**src/rtl/ctrl_sequencer.sv**
```systemverilog
// Multi-cycle control sequencer: fetch/decode/execute with variable-latency multiply,
// sticky illegal-opcode detection, halt/resume and a retired-instruction counter.
module ctrl_sequencer #(
    parameter int OPCODE_W    = 3,
    parameter int ULA_OP_W    = 2,
    parameter int MULT_CYCLES = 4,
    parameter int CNT_W       = 16
) (
    input  logic                clk,
    input  logic                rst,
    input  logic [OPCODE_W-1:0] opcode,
    input  logic                instr_valid,
    input  logic                resume,
    output logic [ULA_OP_W-1:0] ula_op,
    output logic                pc_en,
    output logic                mem_wr,
    output logic                acc_en,
    output logic                ir_load,
    output logic                busy,
    output logic                halted,
    output logic                illegal,
    output logic [CNT_W-1:0]    retired
);

    typedef enum logic [2:0] {
        S_FETCH,
        S_DECODE,
        S_EXEC,
        S_MWAIT,
        S_HALT
    } state_t;

    localparam logic [2:0] OP_NOP  = 3'd0;
    localparam logic [2:0] OP_STOP = 3'd1;
    localparam logic [2:0] OP_LOAD = 3'd2;
    localparam logic [2:0] OP_SET  = 3'd3;
    localparam logic [2:0] OP_ADD  = 3'd4;
    localparam logic [2:0] OP_MULT = 3'd5;

    localparam logic [ULA_OP_W-1:0] ULA_NONE = ULA_OP_W'(0);
    localparam logic [ULA_OP_W-1:0] ULA_LOAD = ULA_OP_W'(1);
    localparam logic [ULA_OP_W-1:0] ULA_ADD  = ULA_OP_W'(2);
    localparam logic [ULA_OP_W-1:0] ULA_MULT = ULA_OP_W'(3);

    // EXEC counts as the first multiply cycle, and MWAIT exits on zero, hence -2
    localparam logic [7:0] MULT_PRELOAD = (MULT_CYCLES >= 2) ? 8'(MULT_CYCLES - 2) : 8'd0;

    state_t                state_reg, state_next;
    logic [OPCODE_W-1:0]   ir_reg;
    logic [7:0]            cnt_reg;
    logic                  illegal_reg;
    logic [CNT_W-1:0]      retired_reg;

    logic                  cnt_load;
    logic                  cnt_dec;
    logic                  set_illegal;
    logic                  clr_illegal;
    logic                  ir_high_zero;

    assign ir_high_zero = ((ir_reg >> 3) == '0);

    always_comb begin
        state_next  = state_reg;
        ula_op      = ULA_NONE;
        pc_en       = 1'b0;
        mem_wr      = 1'b0;
        acc_en      = 1'b0;
        ir_load     = 1'b0;
        busy        = 1'b0;
        halted      = 1'b0;
        cnt_load    = 1'b0;
        cnt_dec     = 1'b0;
        set_illegal = 1'b0;
        clr_illegal = 1'b0;

        unique case (state_reg)
            S_FETCH: begin
                if (instr_valid) begin
                    ir_load    = 1'b1;
                    state_next = S_DECODE;
                end
            end
            S_DECODE: begin
                busy       = 1'b1;
                state_next = S_EXEC;
            end
            S_EXEC: begin
                busy       = 1'b1;
                state_next = S_FETCH;
                if (!ir_high_zero) begin
                    set_illegal = 1'b1;
                    state_next  = S_HALT;
                end else begin
                    unique case (ir_reg[2:0])
                        OP_NOP:  pc_en = 1'b1;
                        OP_STOP: state_next = S_HALT;
                        OP_LOAD: begin
                            ula_op = ULA_LOAD;
                            acc_en = 1'b1;
                            pc_en  = 1'b1;
                        end
                        OP_SET: begin
                            mem_wr = 1'b1;
                            pc_en  = 1'b1;
                        end
                        OP_ADD: begin
                            ula_op = ULA_ADD;
                            acc_en = 1'b1;
                            pc_en  = 1'b1;
                        end
                        OP_MULT: begin
                            ula_op = ULA_MULT;
                            if (MULT_CYCLES == 1) begin
                                acc_en = 1'b1;
                                pc_en  = 1'b1;
                            end else begin
                                cnt_load   = 1'b1;
                                state_next = S_MWAIT;
                            end
                        end
                        default: begin
                            set_illegal = 1'b1;
                            state_next  = S_HALT;
                        end
                    endcase
                end
            end
            S_MWAIT: begin
                busy   = 1'b1;
                ula_op = ULA_MULT;
                if (cnt_reg == 8'd0) begin
                    acc_en     = 1'b1;
                    pc_en      = 1'b1;
                    state_next = S_FETCH;
                end else begin
                    cnt_dec = 1'b1;
                end
            end
            S_HALT: begin
                halted = 1'b1;
                if (resume) begin
                    clr_illegal = 1'b1;
                    state_next  = S_FETCH;
                end
            end
            default: state_next = S_FETCH;
        endcase
    end

    always_ff @(posedge clk or posedge rst) begin
        if (rst) begin
            state_reg   <= S_FETCH;
            ir_reg      <= '0;
            cnt_reg     <= '0;
            illegal_reg <= 1'b0;
            retired_reg <= '0;
        end else begin
            state_reg <= state_next;
            if (ir_load) begin
                ir_reg <= opcode;
            end
            if (cnt_load) begin
                cnt_reg <= MULT_PRELOAD;
            end else if (cnt_dec) begin
                cnt_reg <= cnt_reg - 8'd1;
            end
            if (set_illegal) begin
                illegal_reg <= 1'b1;
            end else if (clr_illegal) begin
                illegal_reg <= 1'b0;
            end
            if (pc_en) begin
                retired_reg <= retired_reg + CNT_W'(1);
            end
        end
    end

    assign illegal = illegal_reg;
    assign retired = retired_reg;

endmodule

```
**config.mk**
```make
export PLATFORM = sky130hd
export DESIGN_NAME = ctrl_sequencer
export DESIGN_NICKNAME = d
export VERILOG_FILES = /design/src/rtl/ctrl_sequencer.sv
export SDC_FILE = /design/constraint.sdc
export NUM_CORES = 1
export LEC_CHECK = 0
export CORE_AREA = 2 2 60 62
export CTS_CLUSTER_DIAMETER = 40
export CTS_CLUSTER_SIZE = 10
export DETAILED_ROUTE_END_ITERATION = 6
export DIE_AREA = 0 0 62 64
export PLACE_DENSITY = 0.78
export SLEW_MARGIN = 20
export SYNTH_ARGS = -nofsm -noshare
export SYNTH_HDL_FRONTEND = slang
export SYNTH_SLANG_ARGS = --single-unit
```
**constraint.sdc**
```tcl
create_clock -name clk -period 3.3 [get_ports clk]
set_clock_uncertainty 0.2 [all_clocks]
set_input_delay 0.66 -clock clk [delete_from_list [all_inputs] [get_ports clk]]
set_output_delay 0.66 -clock clk [all_outputs]
set_load 0.05 [all_outputs]
```
==> run_results.csv <==
group,metric,value,unit
clock_network,clock-sinks,31,
placed_design,preCtsSetupSlack,596,ps
critical_path,critPathRequiredTime,2440,ps
grt,antenna_found_initial,0,
timing,slew_viol_final,0,
grt,top_usage_layer,"met2",
critical_path,startpoint_type,"flip-flop",
critical_path,crit_path_start,"state_reg[0]",
logic_synthesis,async_flop_share,100,%
clock_network,numCtsBuffers,5,
clock_network,ctsHoldBuffers,0,
floorplan,initial_core_util,48.5,%
floorplan,io_pins,32,
power,vdd_drop_max,0.498,mV
logic_synthesis,yosys_warnings,0,
timing,fin_tns_setup,0,ps
logic_synthesis,synth_area,1590,sq um
worst_hold_path,min_path_type,"flip-flop to flip-flop",
final_layout,antenna_cells,0,
timing,min_period,3060,ps
grt,grt_pass1_vias,1237,
grt,met3_usage,7.29,%
timing,maxSlewHeadroom,61.5,%
logic_synthesis,synth_edf_count,0,
floorplan,die_h,64,um
final_layout,utilization,61.6,%
final_layout,nets,201,
clock_network,clockRootBuffer,"clkbuf_4",
final_layout,seq_area,776,sq um
final_layout,fill_cells,303,
placed_design,dp_hpwl,2370,um
clock_network,post_cts_buffers,0,
final_layout,drive_above_1_share,12.5,%
placed_design,io_buffers,31,
logic_synthesis,syn_nets,167,
critical_path,r2r_start,"cnt_reg[0]",
routing,dr.first_iter.drc_count,48,
timing,rsz0062_at_grt,"false",
grt,grt_util_all_layers,19.8,%
timing,min_period_over_period,92.6,%
logic_synthesis,synth_top_area_share,48.7,%
grt,grt_overflow_total,0,
timing,finalHoldViolations,0,
logic_synthesis,ys_ff_latch,31,
final_layout,stdcell_area,2020,sq um
status,status,"finished, final reports clean",
routing,viasPerCell,5.11,
logic_synthesis,syn_area_per_cell,10.1,sq um
routing,wirelength,3310,um
final_layout,areaGrowthSynthToFinish,27.1,%
grt,globalRouteMet2Util,30.9,%
final_layout,multiInputGateArea,777,sq um
timing,fmax,327,MHz
run,max_cap_violations,0,
logic_synthesis,synth_cell_types,38,
power,p_leak,0.000877,uW
critical_path,crit_fanout,12,
floorplan,chipWidth,62,um
critical_path,worstPathArrival,2200,ps
grt,met1_usage,24.4,%
final_layout,largest_reg_flops,16,
clock_network,cts-resized-gates,0,
critical_path,critPathKind,"flip-flop to output pin",
placed_design,place.gp.congestion,0.925,
clock_network,h-tree-depth,2,
placed_design,postPlaceCellArea,1970,sq um
timing,setup_viol,0,
routing,drt_pre_antenna_iters,4,
timing,worst_pin_slew,577,ps
routing,wl_per_cell,13.9,um
floorplan,core_area,3280,sq um
critical_path,end_kind,"output pin",
clock_network,clk_latency,330,ps
worst_hold_path,hp-start,"retired[15]",
floorplan,std_cell_rows,21,
clock_network,clockBufferDepth,2,
grt,grt_pass1_wl,5710,um
logic_synthesis,netlist_instances,158,
timing,timing.final.ws_setup,243,ps
routing,drc_errors,0,
routing,vias,1217,
logic_synthesis,yosysSeqAreaShare,48.7,%
floorplan,die_area,3970,sq um
clock_network,cts_tree,"yes",
routing,ant_nets,0,
logic_synthesis,synth-main-ff-cell,"dfrtp_1",
logic_synthesis,yosys.area.top_type,"dfrtp_1",
logic_synthesis,ys_top_cells_by_area,"dfrtp_1 49%, xnor2_1 6.6%, nor2_1 6.4%",
grt,grt_max_degree,32,
power,power_density,856,nW/um^2
clock_network,path_clk_slew,90,ps
cell families (layout without fill, tap and decap cells):
logic type	Yosys count	count (layout)	synth area share, %
DFF	31	31	48.7
AOI/OAI and AO/OA	10	10	4.24
and+or+nand+nor	78	78	26.9
buffers and inverters	10	44	2.91
adders and majority gates	2	2	1.57
muxes	6	6	4.08
xor gates and xnor gates	21	21	11.5
critical path: stages, from the launching register on:
cell             delay [ps]
dfrtp_1                 510
nor3b_1                 320
and4b_1                 240
clkdlybuf4s50_1         800
stage by stage:
stage	power [uW]	hold WS, ps	instances
5_1_grt	1840	318	238
6_report	1730	283	238
3_5_place_dp	1520	274	231
2_1_floorplan	1260	326	158
3_3_place_gp	1490	264	231
4_1_cts	1750	291	238
cells in the final DEF, fill, tap and decap left out, drive strengths merged, types with 4 or more instances in the layout:
cell / instances
xor2: 9
clkdlybuf4s50: 28
dfrtp: 31
xnor2: 12
nor3b: 4
a21oi: 5
buf: 5
mux2: 4
nand2: 9
and3: 6
nor3: 4
nor2: 27
inv: 4
nand4: 7
clkbuf: 6
Yosys cell counts (2+ instances only):
| cell type | n |
|---|---|
| nand3b_1 | 2 |
| xnor2_1 | 12 |
| xor2_1 | 9 |
| clkbuf_1 | 4 |
| mux2i_1 | 2 |
| nand4_1 | 7 |
| nand2b_1 | 3 |
| a21oi_1 | 5 |
| and3_1 | 6 |
| nor2_1 | 27 |
| nor2b_1 | 2 |
| ha_1 | 2 |
| nor3_1 | 3 |
| inv_1 | 4 |
| nand3_1 | 3 |
| nor3b_1 | 4 |
| nand2_1 | 9 |
| dfrtp_1 | 31 |
| mux2_2 | 4 |
per-layer routing:
metal / wire [um] / share of wire [%]
met1: 1480 / 45
met2: 1610 / 48
met3: 178 / 5.4
met4: 46 / 1.4
met5: 0 / 0
final cells by class:
cell class | count | share of cell area, %
clock inverters | 1 | 0.247
multi-input cells | 117 | 38.4
inverters | 4 | 0.742
repair buffers | 33 | 16.9
flip-flops and latches | 31 | 38.3
clock buffers | 6 | 2.53
well taps | 46 | 2.84
power by group:
group / switching (uW) / internal, uW / total, uW
Combinational: 497 / 362 / 859
Sequential: 165 / 486 / 651
Clock: 126 / 98.5 / 225
final timing paths:
check,end,slack (ps),depth (start not counted)
worst min register to register,retired[15],280,1
max in group asynchronous,illegal,2120,3
worst max-delay path,mem_wr,240,3
worst min-delay path,retired[15],280,1
min in group asynchronous,retired[8],490,3
worst max register to register,retired[3],970,7
(Power assumes the default switching activity.)
